File: src/rtl/hazard_ctrl.sv
// hazard_ctrl: pipeline hazard unit (load-use stall, branch flush, mul/div freeze with timeout); HAZARD_STALL_CNT_EN adds a stall-cycle counter
module hazard_ctrl #(
   parameter int MD_TIMEOUT = 64
) (
   input  logic        clk,
   input  logic        reset,
   input  logic [4:0]  IFID_SA,
   input  logic [4:0]  IFID_TA,
   input  logic        IFID_useS,
   input  logic        IFID_useT,
   input  logic        IDEX_MemRead,
   input  logic        IDEX_WB,
   input  logic [4:0]  IDEX_Waddr,
   input  logic        branch_taken,
   input  logic        md_start,
   input  logic        md_done,
   output logic        PC_en,
   output logic        IFID_en,
   output logic        IDEX_en,
   output logic        IFID_flush,
   output logic        IDEX_bubble,
   output logic        EXMEM_bubble,
   output logic        md_timeout,
   output logic [15:0] stall_cycles
);
   typedef enum logic {RUN, MD_BUSY} state_t;
   state_t     state;
   logic [6:0] md_cnt;
   logic       load_use, run, busy, hold;
   assign load_use = IDEX_MemRead & IDEX_WB & (IDEX_Waddr != 5'd0) &
                     ((IFID_useS & (IFID_SA == IDEX_Waddr)) | (IFID_useT & (IFID_TA == IDEX_Waddr)));
   // reset gates the controls so a held reset always presents idle RUN outputs
   always_comb begin
      run          = reset && (state == RUN);
      busy         = reset && (state == MD_BUSY);
      hold         = busy || (run && !branch_taken && load_use);
      PC_en        = !hold;
      IFID_en      = !hold;
      IDEX_en      = !busy;
      IFID_flush   = run && branch_taken;
      IDEX_bubble  = run && (branch_taken || load_use);
      EXMEM_bubble = busy;
   end
   // FSM: freeze while a mul/div runs; md_done beats the timeout when both land together
   always_ff @(posedge clk or negedge reset) begin
      if (!reset) begin
         state      <= RUN;
         md_cnt     <= 7'd0;
         md_timeout <= 1'b0;
      end else if (state == RUN) begin
         if (md_start && !branch_taken) begin
            state  <= MD_BUSY;
            md_cnt <= 7'(MD_TIMEOUT - 1);
         end
      end else if (md_done) begin
         state <= RUN;
      end else if (md_cnt == 7'd0) begin
         state      <= RUN;
         md_timeout <= 1'b1;
      end else begin
         md_cnt <= md_cnt - 7'd1;
      end
   end
`ifdef HAZARD_STALL_CNT_EN
   logic [15:0] stall_q;
   // saturating count of cycles with the PC held
   always_ff @(posedge clk or negedge reset) begin
      if (!reset) stall_q <= 16'd0;
      else if (!PC_en && stall_q != 16'hFFFF) stall_q <= stall_q + 16'd1;
   end
   assign stall_cycles = stall_q;
`else
   assign stall_cycles = 16'd0;
`endif
endmodule

File: config.mk
export PLATFORM = sky130hd
export DESIGN_NAME = hazard_ctrl
export DESIGN_NICKNAME = d
export VERILOG_FILES = /design/src/rtl/hazard_ctrl.sv
export SDC_FILE = /design/constraint.sdc
export NUM_CORES = 1
export LEC_CHECK = 0
export BUFFER_PORTS_ARGS = -buffer_cell sky130_fd_sc_hd__buf_2
export CAP_MARGIN = 10
export CELL_PAD_IN_SITES_DETAIL_PLACEMENT = 2
export CELL_PAD_IN_SITES_GLOBAL_PLACEMENT = 2
export CORE_AREA = 2 2 67 69
export CTS_CLUSTER_DIAMETER = 50
export DETAILED_ROUTE_END_ITERATION = 7
export DIE_AREA = 0 0 69 71
export PLACE_DENSITY = 0.74
export SLEW_MARGIN = 20
export SYNTH_ARGS = -nofsm -noshare
export SYNTH_HDL_FRONTEND = slang
export SYNTH_SLANG_ARGS = --single-unit
File: constraint.sdc
create_clock -name clk -period 1.55 [get_ports clk]
set_input_delay 0.0775 -clock clk [delete_from_list [all_inputs] [get_ports clk]]
set_output_delay 0.0775 -clock clk [all_outputs]
set_load 0.005 [all_outputs]
Word-level counts from Yosys, hierarchy flattened
Cells that the tools add are included.
- output and inout bits: 23
- input port bits: 24
- logic and storage cells: 41
- bits in registers: 9
- bitwise operators: 8
- add/sub/neg operators: 1
- eq/ne operators: 4
- reduce and logical (&&, ||, !) cells: 17
- mux-type cells: 8
- operator list (cell ; number):
    $mux W7 ; 4
    $eq A5 B5 Y1 ; 2
    $logic_and A1 B1 Y1 ; 7
    $logic_not A7 Y1 ; 1
    $sub A7 B1 Y7 const B ; 1
    $reduce_and A3 Y1 ; 2
    $and A1 B1 Y1 ; 5
    $reduce_bool A5 Y1 ; 1
    $mux W1 ; 4
    $ne A2 B2 Y1 const B ; 2
    $logic_not A1 Y1 ; 3
    $logic_or A1 B1 Y1 ; 2
    $not A1 Y1 ; 2
    $reduce_bool A2 Y1 ; 1
    $or A1 B1 Y1 ; 1

Depth between registers and ports, before layout
Gate-level depths: netlist (run 1).
- word-level depth: 7
- gate-level depth with buffers: 6
- mapped depth without buffers: 6

Worst setup path before layout (run 1)
OpenSTA, ideal clock, no wires.
- path type: reg-to-reg
- from: register md_cnt[0]
- to: register md_cnt[2]
- arrival: 1393 ps
- stages on the path, launching flop included: 7
- required time: 1412 ps
- setup slack: 19 ps
- buffers on the path: 0
- cell sequence: dfrtp_1 inv_1 ha_1 nor2b_1 a21oi_1 a211oi_1 a31oi_1
- word-level cells in the longest chain between the ends: 4
- elaborated cells between the ends (all ways): 7
- those cells by class: 1 x add/sub; 1 x eq/ne; 3 x mux; 2 x reduce/logical
- ends and longest elaborated chain (item ; RTL line ; RTL):
    start, declared ; 28 ; logic [6:0] md_cnt;
    start signal, assigned ; 53 ; md_cnt <= 7'(MD_TIMEOUT - 1);
    start signal, assigned ; 61 ; md_cnt <= md_cnt - 7'd1;
    $sub A7 B1 Y7 ; 61 ;
    $mux W7 ; 57 ; end else if (md_cnt == 7'd0) begin
    $mux W7 ; 55 ; end else if (md_done) begin
    $mux W7 ; 50 ; end else if (state == RUN) begin
Parallel ways exist; a longest one is shown, timed or not. The select of a mux whose other input is x is not followed.
A chain may end at the register's enable or synchronous reset.

Worst setup path in the final report (run 1)
- from: register md_cnt[1]
- to: register md_cnt[6]
Same word-level chain as after synthesis.

==> results.py, run 1 <==
metrics = {
    "status": {
        "status": "complete, no violations",
    },
    "setup_path": {
        "ff2ff_path_depth": 7,
        "arrival_ps": 1640,
        "worst_ep_required_time_ps": 1670,
        "start_kind": "register",
        "r2r-end": "md_cnt[6]",
        "r2r_start": "md_cnt[1]",
        "endpoint_kind": "register",
        "r2r_slack_ps": 30,
        "cp_max_fo": 4,
        "crit_type": "register to register",
    },
    "clock_tree": {
        "cts_buffers": 3,
        "cts_sinks": 9,
        "cts_htree_levels": 1,
        "cts_max_path_buffers": 2,
        "clk_latency_ps": 240,
        "root_buffer": "clkbuf_8",
        "cts_tree": "done",
        "clk_pin_slew_ps": 50,
    },
    "grt": {
        "grt_pass1_wl_um": 3950,
        "grt_max_degree": 10,
        "overflow": 0,
        "antenna_found_initial": 0,
        "grt_pass1_vias": 817,
        "grtUsageTotal_pct": 9.96,
    },
    "synthesis": {
        "post-synth-top-count-cell": "buf_4",
        "yosys-top-cells-count": "17 x buf_4, 13 x xnor2_1, 9 x dfrtp_1",
        "synth_edf_count": 0,
        "synth_warnings": 0,
        "synthTopCellsByArea": "dfrtp_1 28%, buf_4 16%, xnor2_1 14%, a21oi_1 3.8%, nand2_1 3.3%",
        "ys_ff_latch": 9,
        "synth_top_cell_area_share_pct": 28.3,
        "synth_area_sq_um": 795,
        "async_flop_share_pct": 100,
        "syn-instance-count": 91,
        "seq_area_frac_synth_pct": 28.3,
        "postSynthAreaPerCell_sq_um": 8.73,
        "synth_top_cell_by_area": "dfrtp_1",
        "ys.flop_type": "dfrtp_1",
        "synth_cell_type_count": 30,
    },
    "floorplan": {
        "core_area_sq_um": 4200,
        "die_h_um": 71,
        "start_util_pct": 18.9,
        "die_w_um": 69,
        "row_count": 24,
        "die-area_sq_um": 4900,
        "io_pins": 47,
    },
    "job": {
        "maxCapViolations": 0,
    },
    "final_layout": {
        "layout-drive-gt1-share_pct": 41.5,
        "post_layout_nonfiller_instances": 182,
        "layout.nets": 157,
        "fillCellCount": 524,
        "n_antenna_cell": 0,
        "area_growth_pct": 38.3,
        "multiInputGateArea_sq_um": 543,
        "regArea_sq_um": 229,
    },
    "placement": {
        "io_buffers": 30,
        "place.gp.congestion": 0.875,
        "preCtsSetupSlack_ps": -76.5,
        "dp.cells": 174,
        "post-dp-hpwl_um": 2010,
    },
    "detailed_routing": {
        "ant_nets": 0,
        "drc_errors": 0,
        "wl_um": 2560,
        "drt-initial-drc-count": 12,
        "vias_per_cell": 4.12,
        "via_count": 750,
        "firstDrtPassIters": 2,
        "wl_per_cell_um": 14.1,
    },
    "timing": {
        "fin_crit_sh_pct": 97.9,
        "hold_violations": 0,
        "whs_ps": 113,
        "finalClockSkew_ps": 1.57,
        "setup_ws_ps": 32.4,
        "setup_viol": 0,
        "period_needed_ps": 1520,
        "fmax_mhz": 659,
        "grt_setup_unrepaired": "yes",
        "slew_violations": 0,
    },
    "min_path": {
        "hold_path_end": "md_cnt[4]",
        "hold_path.class": "input pin to register",
        "min_from": "md_start",
        "holdPathStages": 3,
    },
    "pwr": {
        "vdd_drop_max_mv": 0.503,
        "power_density_nw_per_um2": 786,
        "leakagePower_nw": 0.483,
        "total_power_mw": 0.864,
    },
}
## layout by cell type, fill, tap and decap left out, types with 2 or more instances in the layout
| master | Yosys | final |
|---|---|---|
| nor2_1 | 3 | 3 |
| a21oi_1 | 6 | 5 |
| dfrtp_1 | 9 | 6 |
| or3_1 | 2 | 2 |
| nand2_1 | 7 | 7 |
| nand4_1 | 2 | 2 |
| buf_4 | 17 | 6 |
| clkbuf_8 | 0 | 3 |
| or2_2 | 2 | 2 |
| nor3_1 | 3 | 3 |
| nand3_1 | 2 | 2 |
| xnor2_1 | 13 | 13 |
| buf_2 | 0 | 30 |
| dfrtp_2 | 0 | 3 |
| a211oi_4 | 0 | 2 |
| conb_1 | 1 | 16 |
| and2_1 | 2 | 2 |
| inv_2 | 0 | 2 |
## how the worst max path moves through the flow
| stage | end | from | cells past startpoint | slack [ps] |
|---|---|---|---|---|
| after floorplan | md_cnt[2] | md_cnt[0] | 6 | 20 |
| after global placement | md_cnt[3] | md_cnt[2] | 4 | -0.7 |
| after detailed placement | md_cnt[2] | md_cnt[1] | 6 | -80 |
| after CTS | md_cnt[2] | md_cnt[0] | 6 | 0.5 |
| after global routing | md_cnt[6] | md_cnt[1] | 7 | -30 |
| final | md_cnt[6] | md_cnt[1] | 7 | 30 |
## cell type report
type                            instances  share of cell area, %
Sequential cell                         9                   20.8
Inverter                                3                   1.03
Clock buffer                            4                   4.10
Multi-Input combinational cell         77                   49.4
Tap cell                               52                   5.92
Timing Repair Buffer                   37                   18.7
## through the flow
step | TNS, ps | instance area, sq um | utilization, %
6_report | 0 | 1100 | 26.1
5_1_grt | -59.4 | 1100 | 26.1
4_1_cts | 0 | 1030 | 24.5
3_5_place_dp | -238 | 961 | 22.9
3_3_place_gp | -0.713 | 961 | 22.9
2_1_floorplan | 0 | 851 | -
## power by group
part	switching, mW	leakage (nW)	internal, mW
registers	0.0343	0.0941	0.261
clock network	0.102	0.0228	0.180
logic	0.151	0.366	0.136
## metal layers
metal / GRT usage (%) / up-vias / part of all wire, %
met1: 11.2 / 364 / 37
met2: 18.5 / 31 / 56
li1: - / 353 / -
met3: 3.13 / 2 / 6.1
met4: 1.96 / 0 / 0.31
met5: 0 / - / 0
## logic make-up (layout without fill, tap and decap cells)
logic type | after synthesis | count (layout) | share of synthesized area [%]
adders and majority gates | 2 | 2 | 3.15
other | 1 | 16 | 0.472
buffers and inverters | 20 | 44 | 17.5
xor gates and xnor gates | 13 | 13 | 14.3
and+or+nand+nor | 32 | 32 | 24.9
DFF | 9 | 9 | 28.3
AOI/OAI and AO/OA | 14 | 14 | 11.3
## critical path, stage by stage, from the launching register on
cell and delay (ps):
dfrtp_1 420, inv_2 80, buf_4 120, ha_4 140, nand3b_1 170, nor3b_2 280
xnor2_1 150, nor2_1 50
## state kept, by name, summed over array words and instances, names as in the netlist
signal and cells:
md_cnt 7, md_timeout 1, state 1
## what timing repair did
item                       in CTS  in global routing
setup buffers                   1                  3
setup endpoints to repair       7                  9
pin swaps                       3                  7
hold buffers                    1                  0
hold endpoints to repair        9                  0
resized for setup               5                 10
(Power assumes the default switching activity.)
==> run 2: changes to the inputs <==
- CORE_AREA: 2 2 67 69 -> 2 2 76 60
- DIE_AREA: 0 0 69 71 -> 0 0 78 62
- PLACE_DENSITY: 0.74 -> 0.76
==> results.py, run 2 (synthesized netlist as in run 1, its figures left out) <==
metrics = {
    "status": {
        "status": "complete, no violations",
    },
    "setup_path": {
        "endpoint_kind": "register",
        "start_kind": "register",
        "crit_type": "register to register",
        "arrival_ps": 1680,
        "cp_max_fo": 5,
        "worst_ep_required_time_ps": 1720,
        "r2r_slack_ps": 40,
    },
    "detailed_routing": {
        "drt-initial-drc-count": 1,
        "ant_nets": 0,
        "wl_um": 2500,
        "via_count": 755,
        "firstDrtPassIters": 2,
        "wl_per_cell_um": 13.4,
        "vias_per_cell": 4.04,
        "drc_errors": 0,
    },
    "timing": {
        "slew_violations": 0,
        "fin_crit_sh_pct": 97.3,
        "fmax_mhz": 663,
        "finalClockSkew_ps": 1.74,
        "whs_ps": 114,
        "period_needed_ps": 1510,
        "hold_violations": 0,
        "setup_viol": 0,
    },
    "pwr": {
        "vdd_drop_max_mv": 0.427,
        "combPwrFrac_pct": 34.6,
        "internal_power_mw": 0.582,
        "power.switching_mw": 0.288,
        "power_density_nw_per_um2": 771,
        "seq_power_share_pct": 33.3,
        "swShare_pct": 33.1,
        "leakagePower_nw": 0.484,
        "pwr-share-clk_pct": 32.0,
        "total_power_mw": 0.870,
    },
    "placement": {
        "post-dp-hpwl_um": 2020,
        "place.gp.congestion": 0.854,
        "io_buffers": 30,
    },
    "floorplan": {
        "row_count": 21,
        "die_w_um": 78,
        "core_area_sq_um": 4200,
        "io_pins": 47,
        "start_util_pct": 18.9,
        "die_h_um": 62,
        "die-area_sq_um": 4840,
    },
    "grt": {
        "overflow": 0,
        "grtUsageTotal_pct": 10.5,
        "grt_pass1_wl_um": 3920,
        "grt_max_degree": 10,
        "antenna_found_initial": 0,
        "grt_pass1_vias": 843,
    },
    "clock_tree": {
        "clk_latency_ps": 240,
        "root_buffer": "clkbuf_8",
        "cts_htree_levels": 1,
        "clk_pin_slew_ps": 50,
        "cts_tree": "done",
        "cts_buffers": 3,
        "cts_sinks": 9,
        "cts_max_path_buffers": 2,
    },
    "final_layout": {
        "largest_reg_flops": 7,
        "reg_top3": "md_cnt x7, md_timeout x1, state x1",
        "area_growth_pct": 42.0,
        "layout_common_cells": "30 x buf_2, 16 x conb_1, 13 x xnor2_1",
        "layout-drive-gt1-share_pct": 44.6,
        "layout.nets": 157,
        "n_antenna_cell": 0,
        "top_register": "md_cnt",
        "final_common_cell": "buf_2",
        "fillCellCount": 504,
    },
    "job": {
        "maxCapViolations": 0,
    },
    "min_path": {
        "hold_path.class": "input pin to register",
    },
}
## run 2: area by class of cell
type	count	area, sq um	area share, %
multi-input combinational	77	564	50.0
sequential	9	228	20.2
timing repair buffer	37	209	18.5
tap	57	71.3	6.32
clock buffer	4	45.0	3.99
inverter	3	11.3	0.998
## run 2: through the flow
stage | setup TNS [ps] | area, sq um | util [%] | cells | worst slack (ps)
after floorplan | 0 | 851 | - | 106 | 18.9
after global placement | 0 | 982 | 23.4 | 181 | 25.7
after detailed placement | -190 | 982 | 23.4 | 181 | -84.6
after CTS | 0 | 1060 | 25.2 | 187 | 12.1
after global routing | -23.9 | 1130 | 26.8 | 187 | -13.8
final | 0 | 1130 | 26.8 | 187 | 41.7
## run 2: final timing paths
| path | startpoint | endpoint | depth (start not counted) |
|---|---|---|---|
| max | md_cnt[1] | md_cnt[5] | 6 |
| min in group asynchronous | reset | md_cnt[5] | 3 |
| max reg2reg | md_cnt[1] | md_cnt[5] | 6 |
| min | md_start | md_cnt[3] | 3 |
| max in group asynchronous | reset | state | 3 |
| min reg2reg | md_timeout | md_timeout | 1 |
## run 2: layer usage
metal	routed length, um	vias up	part of all wire (%)	track usage, %
li1	-	355	-	-
met1	944	372	38	11.1
met2	1390	26	56	20.3
met3	149	2	6.0	2.46
met4	14	0	0.56	5.26
met5	0	-	0	0
## run 2: timing repair
item	CTS	global route
buffers inserted	1	0
pin swaps	1	5
setup endpoints to repair	5	6
endpoints found under the hold margin	9	0
hold buffers	1	0
gates resized for setup	6	14
## run 2: power groups by stage
| stage | sequential [mW] | clock, mW | combinational (mW) |
|---|---|---|---|
| after CTS | 0.288 | 0.287 | 0.255 |
| after floorplan | 0.288 | 0 | 0.142 |
| after global routing | 0.295 | 0.307 | 0.339 |
| after detailed placement | 0.290 | 0 | 0.230 |
| final | 0.290 | 0.279 | 0.301 |
| after global placement | 0.287 | 0 | 0.210 |
## run 2: critical path: stages, from the launching register on
cell and delay, ps:
dfrtp_1 380, inv_2 90, ha_4 160, nor2b_4 130
buf_6 140, or4_4 480, nand3_2 60
